===== src/rtl/pipeline_pkg.sv =====
// Shared types and helpers for the pipeline hazard/sequencing controller.
//
// Contents:
//   REG_ADDR_W   - architectural register index width.
//   CNT_W        - width of the shared INIT / MEM_WAIT cycle counter.
//   fwd_sel_t    - EX-stage ALU operand source select.
//   ctrl_state_t - controller sequencing state.
//   fwd_hit()    - true when a later-stage write targets the given source register.
package pipeline_pkg;

    localparam int unsigned REG_ADDR_W = 5;
    localparam int unsigned CNT_W      = 8;

    typedef enum logic [1:0] {
        FWD_REG = 2'b00,
        FWD_WB  = 2'b01,
        FWD_MEM = 2'b10
    } fwd_sel_t;

    typedef enum logic [1:0] {
        INIT     = 2'b00,
        RUN      = 2'b01,
        MEM_WAIT = 2'b10
    } ctrl_state_t;

    // x0 is hard-wired to zero, so a write to it must never be forwarded.
    function automatic logic fwd_hit(input logic [REG_ADDR_W-1:0] rd,
                                     input logic                  we,
                                     input logic [REG_ADDR_W-1:0] rs);
        return we && (rd != '0) && (rd == rs);
    endfunction

endpackage


===== src/rtl/forward_unit.sv =====
// EX-stage forwarding select for one ALU operand. Purely combinational.
//
// Ports:
//   i_rs_e         - EX-stage source register of this operand
//   i_rd_m         - MEM-stage destination register
//   i_reg_write_m  - MEM-stage instruction writes the register file
//   i_rd_w         - WB-stage destination register
//   i_reg_write_w  - WB-stage instruction writes the register file
//   o_fwd          - operand source: FWD_REG, FWD_WB or FWD_MEM
module forward_unit
    import pipeline_pkg::*;
(
    input  logic [REG_ADDR_W-1:0] i_rs_e,
    input  logic [REG_ADDR_W-1:0] i_rd_m,
    input  logic                  i_reg_write_m,
    input  logic [REG_ADDR_W-1:0] i_rd_w,
    input  logic                  i_reg_write_w,
    output fwd_sel_t              o_fwd
);

    // MEM holds the younger result, so it wins over WB.
    always_comb begin
        if (fwd_hit(i_rd_m, i_reg_write_m, i_rs_e)) begin
            o_fwd = FWD_MEM;
        end else if (fwd_hit(i_rd_w, i_reg_write_w, i_rs_e)) begin
            o_fwd = FWD_WB;
        end else begin
            o_fwd = FWD_REG;
        end
    end

endmodule


===== src/rtl/pipeline_ctrl.sv =====
// Central hazard and sequencing controller for the 5-stage pipeline.
// Drives stall/flush of the pipeline registers and the EX forwarding selects,
// holds the pipe flushed for INIT_CYCLES after reset, and freezes it while
// data memory is busy. All stall/flush/forward outputs are combinational from
// the state and current inputs; o_mem_timeout is a sticky register.
//
// Optional build macro: PIPE_PERF_EN adds three 32-bit performance counters.
//
// Ports:
//   i_clk, i_rst                 - clock (rising edge), async active-high reset
//   i_rs1_d, i_rs2_d             - ID-stage source registers
//   i_rs1_e, i_rs2_e, i_rd_e     - EX-stage sources and destination
//   i_mem_read_e                 - EX instruction is a load
//   i_pcsrc_e                    - branch/jump taken, resolved in EX
//   i_rd_m, i_reg_write_m        - MEM-stage destination and write enable
//   i_mem_req_m, i_mem_ready_m   - data memory request / completion
//   i_rd_w, i_reg_write_w        - WB-stage destination and write enable
//   o_stall_f/d/e/m              - hold PC, IF_ID, ID_EX, EX_MEM
//   o_flush_d/e/m/w              - clear IF_ID, ID_EX, EX_MEM, MEM_WB
//   o_forward_a_e, o_forward_b_e - ALU operand selects (00 reg, 01 WB, 10 MEM)
//   o_perf_*_cnt                 - (PIPE_PERF_EN) load-use, branch-flush, mem-wait counts
//   o_mem_timeout                - sticky: memory wait exceeded MEM_TIMEOUT
module pipeline_ctrl
    import pipeline_pkg::*;
#(
    parameter int unsigned INIT_CYCLES = 2,
    parameter int unsigned MEM_TIMEOUT = 64
) (
    input  logic                  i_clk,
    input  logic                  i_rst,
    input  logic [REG_ADDR_W-1:0] i_rs1_d,
    input  logic [REG_ADDR_W-1:0] i_rs2_d,
    input  logic [REG_ADDR_W-1:0] i_rs1_e,
    input  logic [REG_ADDR_W-1:0] i_rs2_e,
    input  logic [REG_ADDR_W-1:0] i_rd_e,
    input  logic                  i_mem_read_e,
    input  logic                  i_pcsrc_e,
    input  logic [REG_ADDR_W-1:0] i_rd_m,
    input  logic                  i_reg_write_m,
    input  logic                  i_mem_req_m,
    input  logic                  i_mem_ready_m,
    input  logic [REG_ADDR_W-1:0] i_rd_w,
    input  logic                  i_reg_write_w,
    output logic                  o_stall_f,
    output logic                  o_stall_d,
    output logic                  o_stall_e,
    output logic                  o_stall_m,
    output logic                  o_flush_d,
    output logic                  o_flush_e,
    output logic                  o_flush_m,
    output logic                  o_flush_w,
    output logic [1:0]            o_forward_a_e,
    output logic [1:0]            o_forward_b_e,
`ifdef PIPE_PERF_EN
    output logic [31:0]           o_perf_stall_cnt,
    output logic [31:0]           o_perf_flush_cnt,
    output logic [31:0]           o_perf_memwait_cnt,
`endif
    output logic                  o_mem_timeout
);

    localparam logic [CNT_W-1:0] INIT_LAST   = CNT_W'(INIT_CYCLES - 1);
    localparam logic [CNT_W-1:0] TIMEOUT_CNT = CNT_W'(MEM_TIMEOUT);

    ctrl_state_t      r_state;
    logic [CNT_W-1:0] r_cnt;
    logic             r_timeout;

    logic             w_hold;
    logic             w_load_use;
    logic [CNT_W-1:0] w_cnt_inc;
    fwd_sel_t         w_fwd_a;
    fwd_sel_t         w_fwd_b;

    assign w_load_use = i_mem_read_e && (i_rd_e != '0) &&
                        ((i_rd_e == i_rs1_d) || (i_rd_e == i_rs2_d));

    // In RUN a pending access freezes the pipe; once in MEM_WAIT only
    // mem_ready matters, and it releases the stall in the same cycle.
    assign w_hold = (r_state == MEM_WAIT) ? !i_mem_ready_m
                                          : (i_mem_req_m && !i_mem_ready_m);

    assign w_cnt_inc = (r_cnt == '1) ? r_cnt : r_cnt + CNT_W'(1);

    always_ff @(posedge i_clk or posedge i_rst) begin
        if (i_rst) begin
            r_state   <= INIT;
            r_cnt     <= '0;
            r_timeout <= 1'b0;
        end else begin
            case (r_state)
                INIT: begin
                    if (r_cnt == INIT_LAST) begin
                        r_state <= RUN;
                        r_cnt   <= '0;
                    end else begin
                        r_cnt <= r_cnt + CNT_W'(1);
                    end
                end
                RUN: begin
                    if (w_hold) begin
                        r_state <= MEM_WAIT;
                        r_cnt   <= '0;
                    end
                end
                MEM_WAIT: begin
                    if (i_mem_ready_m) begin
                        r_state <= RUN;
                        r_cnt   <= '0;
                    end else begin
                        r_cnt <= w_cnt_inc;
                        if (w_cnt_inc == TIMEOUT_CNT) begin
                            r_timeout <= 1'b1;
                        end
                    end
                end
                default: begin
                    r_state <= INIT;
                    r_cnt   <= '0;
                end
            endcase
        end
    end

    always_comb begin
        o_stall_f = 1'b0;
        o_stall_d = 1'b0;
        o_stall_e = 1'b0;
        o_stall_m = 1'b0;
        o_flush_d = 1'b0;
        o_flush_e = 1'b0;
        o_flush_m = 1'b0;
        o_flush_w = 1'b0;
        case (r_state)
            RUN, MEM_WAIT: begin
                if (w_hold) begin
                    // Freeze everything up to EX_MEM; bubble into MEM_WB.
                    o_stall_f = 1'b1;
                    o_stall_d = 1'b1;
                    o_stall_e = 1'b1;
                    o_stall_m = 1'b1;
                    o_flush_w = 1'b1;
                end else if (i_pcsrc_e) begin
                    // A load-use hazard here is on the wrong path and is dropped.
                    o_flush_d = 1'b1;
                    o_flush_e = 1'b1;
                end else if (w_load_use) begin
                    o_stall_f = 1'b1;
                    o_stall_d = 1'b1;
                    o_flush_e = 1'b1;
                end
            end
            default: begin
                o_flush_d = 1'b1;
                o_flush_e = 1'b1;
                o_flush_m = 1'b1;
                o_flush_w = 1'b1;
            end
        endcase
    end

    forward_unit u_fwd_a (
        .i_rs_e        (i_rs1_e),
        .i_rd_m        (i_rd_m),
        .i_reg_write_m (i_reg_write_m),
        .i_rd_w        (i_rd_w),
        .i_reg_write_w (i_reg_write_w),
        .o_fwd         (w_fwd_a)
    );

    forward_unit u_fwd_b (
        .i_rs_e        (i_rs2_e),
        .i_rd_m        (i_rd_m),
        .i_reg_write_m (i_reg_write_m),
        .i_rd_w        (i_rd_w),
        .i_reg_write_w (i_reg_write_w),
        .o_fwd         (w_fwd_b)
    );

    assign o_forward_a_e = w_fwd_a;
    assign o_forward_b_e = w_fwd_b;
    assign o_mem_timeout = r_timeout;

`ifdef PIPE_PERF_EN
    logic [31:0] r_perf_stall;
    logic [31:0] r_perf_flush;
    logic [31:0] r_perf_memwait;

    // Load-use is the only case stalling IF_ID without EX_MEM; branch flush is
    // the only case flushing IF_ID without EX_MEM (INIT flushes all four).
    always_ff @(posedge i_clk or posedge i_rst) begin
        if (i_rst) begin
            r_perf_stall   <= '0;
            r_perf_flush   <= '0;
            r_perf_memwait <= '0;
        end else begin
            if (o_stall_d && !o_stall_m) begin
                r_perf_stall <= r_perf_stall + 32'd1;
            end
            if (o_flush_d && !o_flush_m) begin
                r_perf_flush <= r_perf_flush + 32'd1;
            end
            if (o_stall_m) begin
                r_perf_memwait <= r_perf_memwait + 32'd1;
            end
        end
    end

    assign o_perf_stall_cnt   = r_perf_stall;
    assign o_perf_flush_cnt   = r_perf_flush;
    assign o_perf_memwait_cnt = r_perf_memwait;
`endif

endmodule


===== config.mk =====
export PLATFORM = sky130hd
export DESIGN_NAME = pipeline_ctrl
export DESIGN_NICKNAME = d
export VERILOG_FILES = /design/src/rtl/pipeline_pkg.sv /design/src/rtl/forward_unit.sv /design/src/rtl/pipeline_ctrl.sv
export SDC_FILE = /design/constraint.sdc
export NUM_CORES = 1
export LEC_CHECK = 0
export CAP_MARGIN = 20
export CORE_MARGIN = 4
export CORE_UTILIZATION = 45
export CTS_CLUSTER_DIAMETER = 200
export DETAILED_ROUTE_END_ITERATION = 7
export PLACE_DENSITY_LB_ADDON = 0.12
export SLEW_MARGIN = 20
export SYNTH_ARGS = -nofsm -noshare
export SYNTH_HDL_FRONTEND = slang
export SYNTH_SLANG_ARGS = --single-unit

===== constraint.sdc =====
create_clock -name i_clk -period 4.5 [get_ports i_clk]
set_input_delay 0.9 -clock i_clk [delete_from_list [all_inputs] [get_ports i_clk]]
set_output_delay 0.9 -clock i_clk [all_outputs]
set_load 0.01 [all_outputs]

Word level (Yosys, flattened, before mapping)
Index checks and enable logic that the tools add are counted.
{ "word_totals": {"input_bits": 43, "elab_cells": 65, "latch_bits": 0, "romBits": 0, "ff_bits": 11, "ram_bits": 0, "n_memories": 0, "out_inout_bits": 13} }
{ "op_classes": {"mux": 28, "bitwise_logic": 1, "n_shift": 0, "n_mul": 0, "addsub": 1, "eq_ne": 14, "n_lt_le_gt_ge": 0, "div": 0, "n_reduce_logical": 18} }
{ "op_table": {"columns": ["cell", "count"], "rows": [
  ["8-bit 2-to-1 mux", 4],
  ["5-bit equality test", 6],
  ["8-bit case mux with 3 select lines", 1],
  ["1-bit 2-to-1 mux", 17],
  ["5-bit nonzero test", 3],
  ["2-bit 2-to-1 mux", 5],
  ["1-bit logical AND", 9],
  ["8-bit by 1-bit adder with 8-bit output (second input constant)", 1],
  ["8-bit by 1-bit equality test with 1-bit output (second input constant)", 1],
  ["8-bit by 7-bit equality test with 1-bit output (second input constant)", 1],
  ["8-bit equality test (second input constant)", 1],
  ["2-bit inequality test (second input constant)", 3],
  ["2-bit case mux with 3 select lines", 1],
  ["3-bit AND reduction", 2],
  ["2-bit by 1-bit equality test with 1-bit output (second input constant)", 1],
  ["2-bit equality test (second input constant)", 1],
  ["2-bit logical NOT", 1],
  ["2-bit OR reduction", 1],
  ["1-bit logical NOT", 1],
  ["1-bit logical OR", 1],
  ["1-bit NOT", 1]
]} }

Depth between registers and ports, before layout
{ "depth": {"depth_word": 7, "ltp_mapped": 7} }

Hierarchy
From an unflattened synthesis, not the netlist that was laid out.
{ "hier_totals": {"hier_cells": 158, "area_unflattened_um2": 1356.3} }
{ "modules_own_cells": {"columns": ["mod", "instances", "cells_each", "seq_area_each_um2", "area_per_inst_um2"], "rows": [
  ["pipeline_ctrl", 1, 118, 275.3, 1053.5],
  ["forward_unit", 2, 20, 0.0, 151.4]
]} }

Worst setup path after synthesis
OpenSTA, ideal clock, no wires.
{ "synth_path": {"path_kind": "input port to output port", "start": "input port i_rd_m[1]", "end": "output port o_forward_a_e[0]", "required_ns": 3.600, "setup_slack_ns": 1.556, "arrival_ns": 2.044, "cell_stages": 4, "path_buffers": 0, "cell_sequence": "or4_1 > o21ai_2 > nor4_1 > nor4_2"} }
{ "synth_via": {"elab_chain_len": 4, "elab_cells_between_ends": 5, "cone_classes": "eq/ne: 1; mux: 1; reduce/logical: 3"} }
{ "synth_rtl": {"columns": ["element", "line", "text"], "rows": [
  ["start: declaration", "pipeline_ctrl.sv:38", "input logic [REG_ADDR_W-1:0] i_rd_m,"],
  ["5-bit nonzero test", "pipeline_pkg.sv:30", "return we && (rd != '0) && (rd == rs);"],
  ["1-bit logical AND", "pipeline_pkg.sv:30", null],
  ["1-bit logical AND *", "pipeline_pkg.sv:30", null],
  ["2-bit 2-to-1 mux *", "forward_unit.sv:23", "if (fwd_hit(i_rd_m, i_reg_write_m, i_rs_e)) begin"],
  ["end: declaration", "pipeline_ctrl.sv:52", "output logic [1:0] o_forward_a_e,"]
]} }
Mark *: on every way between the ends. The rest lies on a longest branch, timed or not.

Worst setup path after layout
Same ends and word-level chain as after synthesis.

==> metrics.txt <==
CP endpoint kind primary output; largest net degree at the start of global routing 12; via count between 1000 and 1500; clk root buf clkbuf_4; top_reg_cell synth dfrtp_1; CTS Buffer Depth 2; EDFF count, synth 0; Mapped Area between 1000 and 1500 um2; Max IR drop VDD 0.396 mV; H-tree levels 1; placed cell area between 1500 and 2000 um2; die span in y between 60 and 70 um; final instance area 1850 um2; setup TNS 0 ns; Reg clk slew, reported paths ~0.070 ns; die area between 3000 and 4000 um2; P per Cell Area 324 nW/um2; Util after Layout 0.715; IO Port Bufs 55; core area between 2000 and 3000 um2; Worst Max-Slew Pin Slew just under 1 ns; Initial Utilization 0.490; via/cell ratio between 5 and 6; Lkg Pwr just over 0.0007 uW; vias in the first global route ~1400; sequential area share after synthesis 0.217; Data arrival, critical path 3.05 ns; final hold violation count 0; Post-Syn Nets 203; Async S/R FF share, synth 1.00; initial antenna violation count 0; fin nets approximately 260; part of the cycle the worst path needs 0.879; Synth Warn # 0; fin crit period 3.95 ns; Ports 56; hold_buf cts 0; final clock skew approximately 0.0033 ns; status finished clean; total global-route track usage 0.214; critical path's slowest cell or4_1; clock buffer count from CTS 3; DR pass1 iterations 4; grt ovf 0; Fillers a little over 200; Skew-Pair Late Insertion Delay roughly 0.27 ns; DRC 0; DP HPWL approximately 3100 um; TritonCTS clock tree yes; num rows 18; CP Cell Sequence clkdlybuf4s50_1 > or4_1 > o21ai_2 > nor4_1 > nor4_2 > clkdlybuf4s50_1; Layout area overhead 46.1%; RSZ-0062 raised after global routing no; Synth Instances roughly 160; final total power between 600 and 700 uW; total wire length 3630 um; Worst EP required 3.60 ns; share of cells above drive strength 1 0.0431; peak clock frequency supported by timing roughly 0.25 GHz; final antenna-violating net count 0; flops & latches, synth 11; Crit path top cell by count clkdlybuf4s50_1; clock sinks 11; most frequent cells in the layout clkdlybuf4s50_1 (55), xor2_1 (25), inv_1 (12), nor2_1 (11), dfrtp_1 (11); Synth Area per Inst ~8 um2; max incr delay on CP between 0.5 and 0.6 ns; Crit Path Category in2out; Post-CTS Resized 0; first-pass GRT wire length approximately 6000 um; Final setup viols 0; routed len/inst 15.2 um; unique cell type count in the Yosys netlist 39; max cap viols 0; GPL Wtd Cong slightly above 0.9; maximum fanout along the worst path 3; commonest non-fill, non-tap cell in the layout clkdlybuf4s50_1; ant diodes 0; area taken by multi-input logic gates 918 um2; HP Class reg2reg; Pins Over Slew Limit 0; Post CTS Setup Buffer Count 0; worst-case hold slack 0.477 ns; relative slew slack 0.341; Startpoint Class primary input; DRT iter0 DRCs 61; Die W about 61 um; FF+latch area about 280 um2
## routing by layer
layer  part of all wire  GRT usage  wire [um]
met1               0.40      0.243       1460
met2               0.52      0.385       1890
met3              0.061     0.0545        221
met4              0.015     0.0743         56
met5                  0          0          0
## area by class of cell
cell class	count	share of cell area
clock buffer	4	0.0142
inverter	12	0.0243
multi-input combinational	127	0.496
sequential	11	0.149
tap	30	0.0203
timing repair buffer	55	0.297
## path summary, 6_finish.rpt
check / depth (start not counted) / from / slack [ns] / end
max in group asynchronous: 2 / i_rst / 3.28 / r_cnt[6]
max: 6 / i_rd_m[1] / 0.55 / o_forward_a_e[0]
min: 1 / o_mem_timeout / 0.48 / o_mem_timeout
min reg2reg: 1 / o_mem_timeout / 0.48 / o_mem_timeout
min in group asynchronous: 2 / i_rst / 0.92 / r_cnt[3]
max reg2reg: 6 / r_state[0] / 2.45 / r_cnt[0]
## critical path, delay by kind of cell
kind                   cells  cell delay [ns]
buffers and inverters      2             1.06
and+or+nand+nor            3             0.95
AOI/OAI and AO/OA          1             0.15
## Yosys cell counts, types with 3 or more instances
master / number / area (um2)
inv_1: 12 / 45.0
o2bb2ai_1: 3 / 26.3
nor2_1: 11 / 41.3
buf_2: 3 / 15.0
xor2_1: 25 / 219
nor4_1: 5 / 31.3
a21oi_1: 8 / 40.0
dfrtp_1: 11 / 275
nand3_1: 3 / 15.0
a31oi_1: 5 / 31.3
or4_1: 5 / 37.5
ha_1: 5 / 62.6
nand2_1: 8 / 30.0
o32ai_1: 3 / 26.3
nor3_1: 3 / 15.0
xnor2_1: 7 / 61.3
o21ai_0: 9 / 45.0
## through the flow
stage / worst slack (ns) / std cells
floorplan: 1.56 / 155
global placement: 0.627 / 235
detailed placement: 0.550 / 235
CTS: 0.541 / 239
global route: 0.429 / 239
finish: 0.546 / 239
## sequential cells by signal, indices dropped and copies added (netlist names)
name / flops
r_cnt: 8
r_state: 2
o_mem_timeout: 1
## cell families (layout without fill, tap and decap cells)
family,count (synthesis),count (layout),synth area share
simple gates,46,46,0.217
compound gates,44,44,0.237
xor+xnor,32,32,0.221
buf+inv,17,71,0.0592
flops,11,11,0.217
fa+ha+maj,5,5,0.0493
## where the power goes
part / leakage (uW) / total [uW] / switching, uW / internal (uW)
logic: 0.000556 / 405 / 209 / 196
clock network: 0.0000150 / 67.8 / 33.5 / 34.3
registers: 0.000149 / 128 / 13.7 / 114
total: 0.000720 / 601 / 256 / 344
No activity file was read; power rests on OpenSTA's default activity.
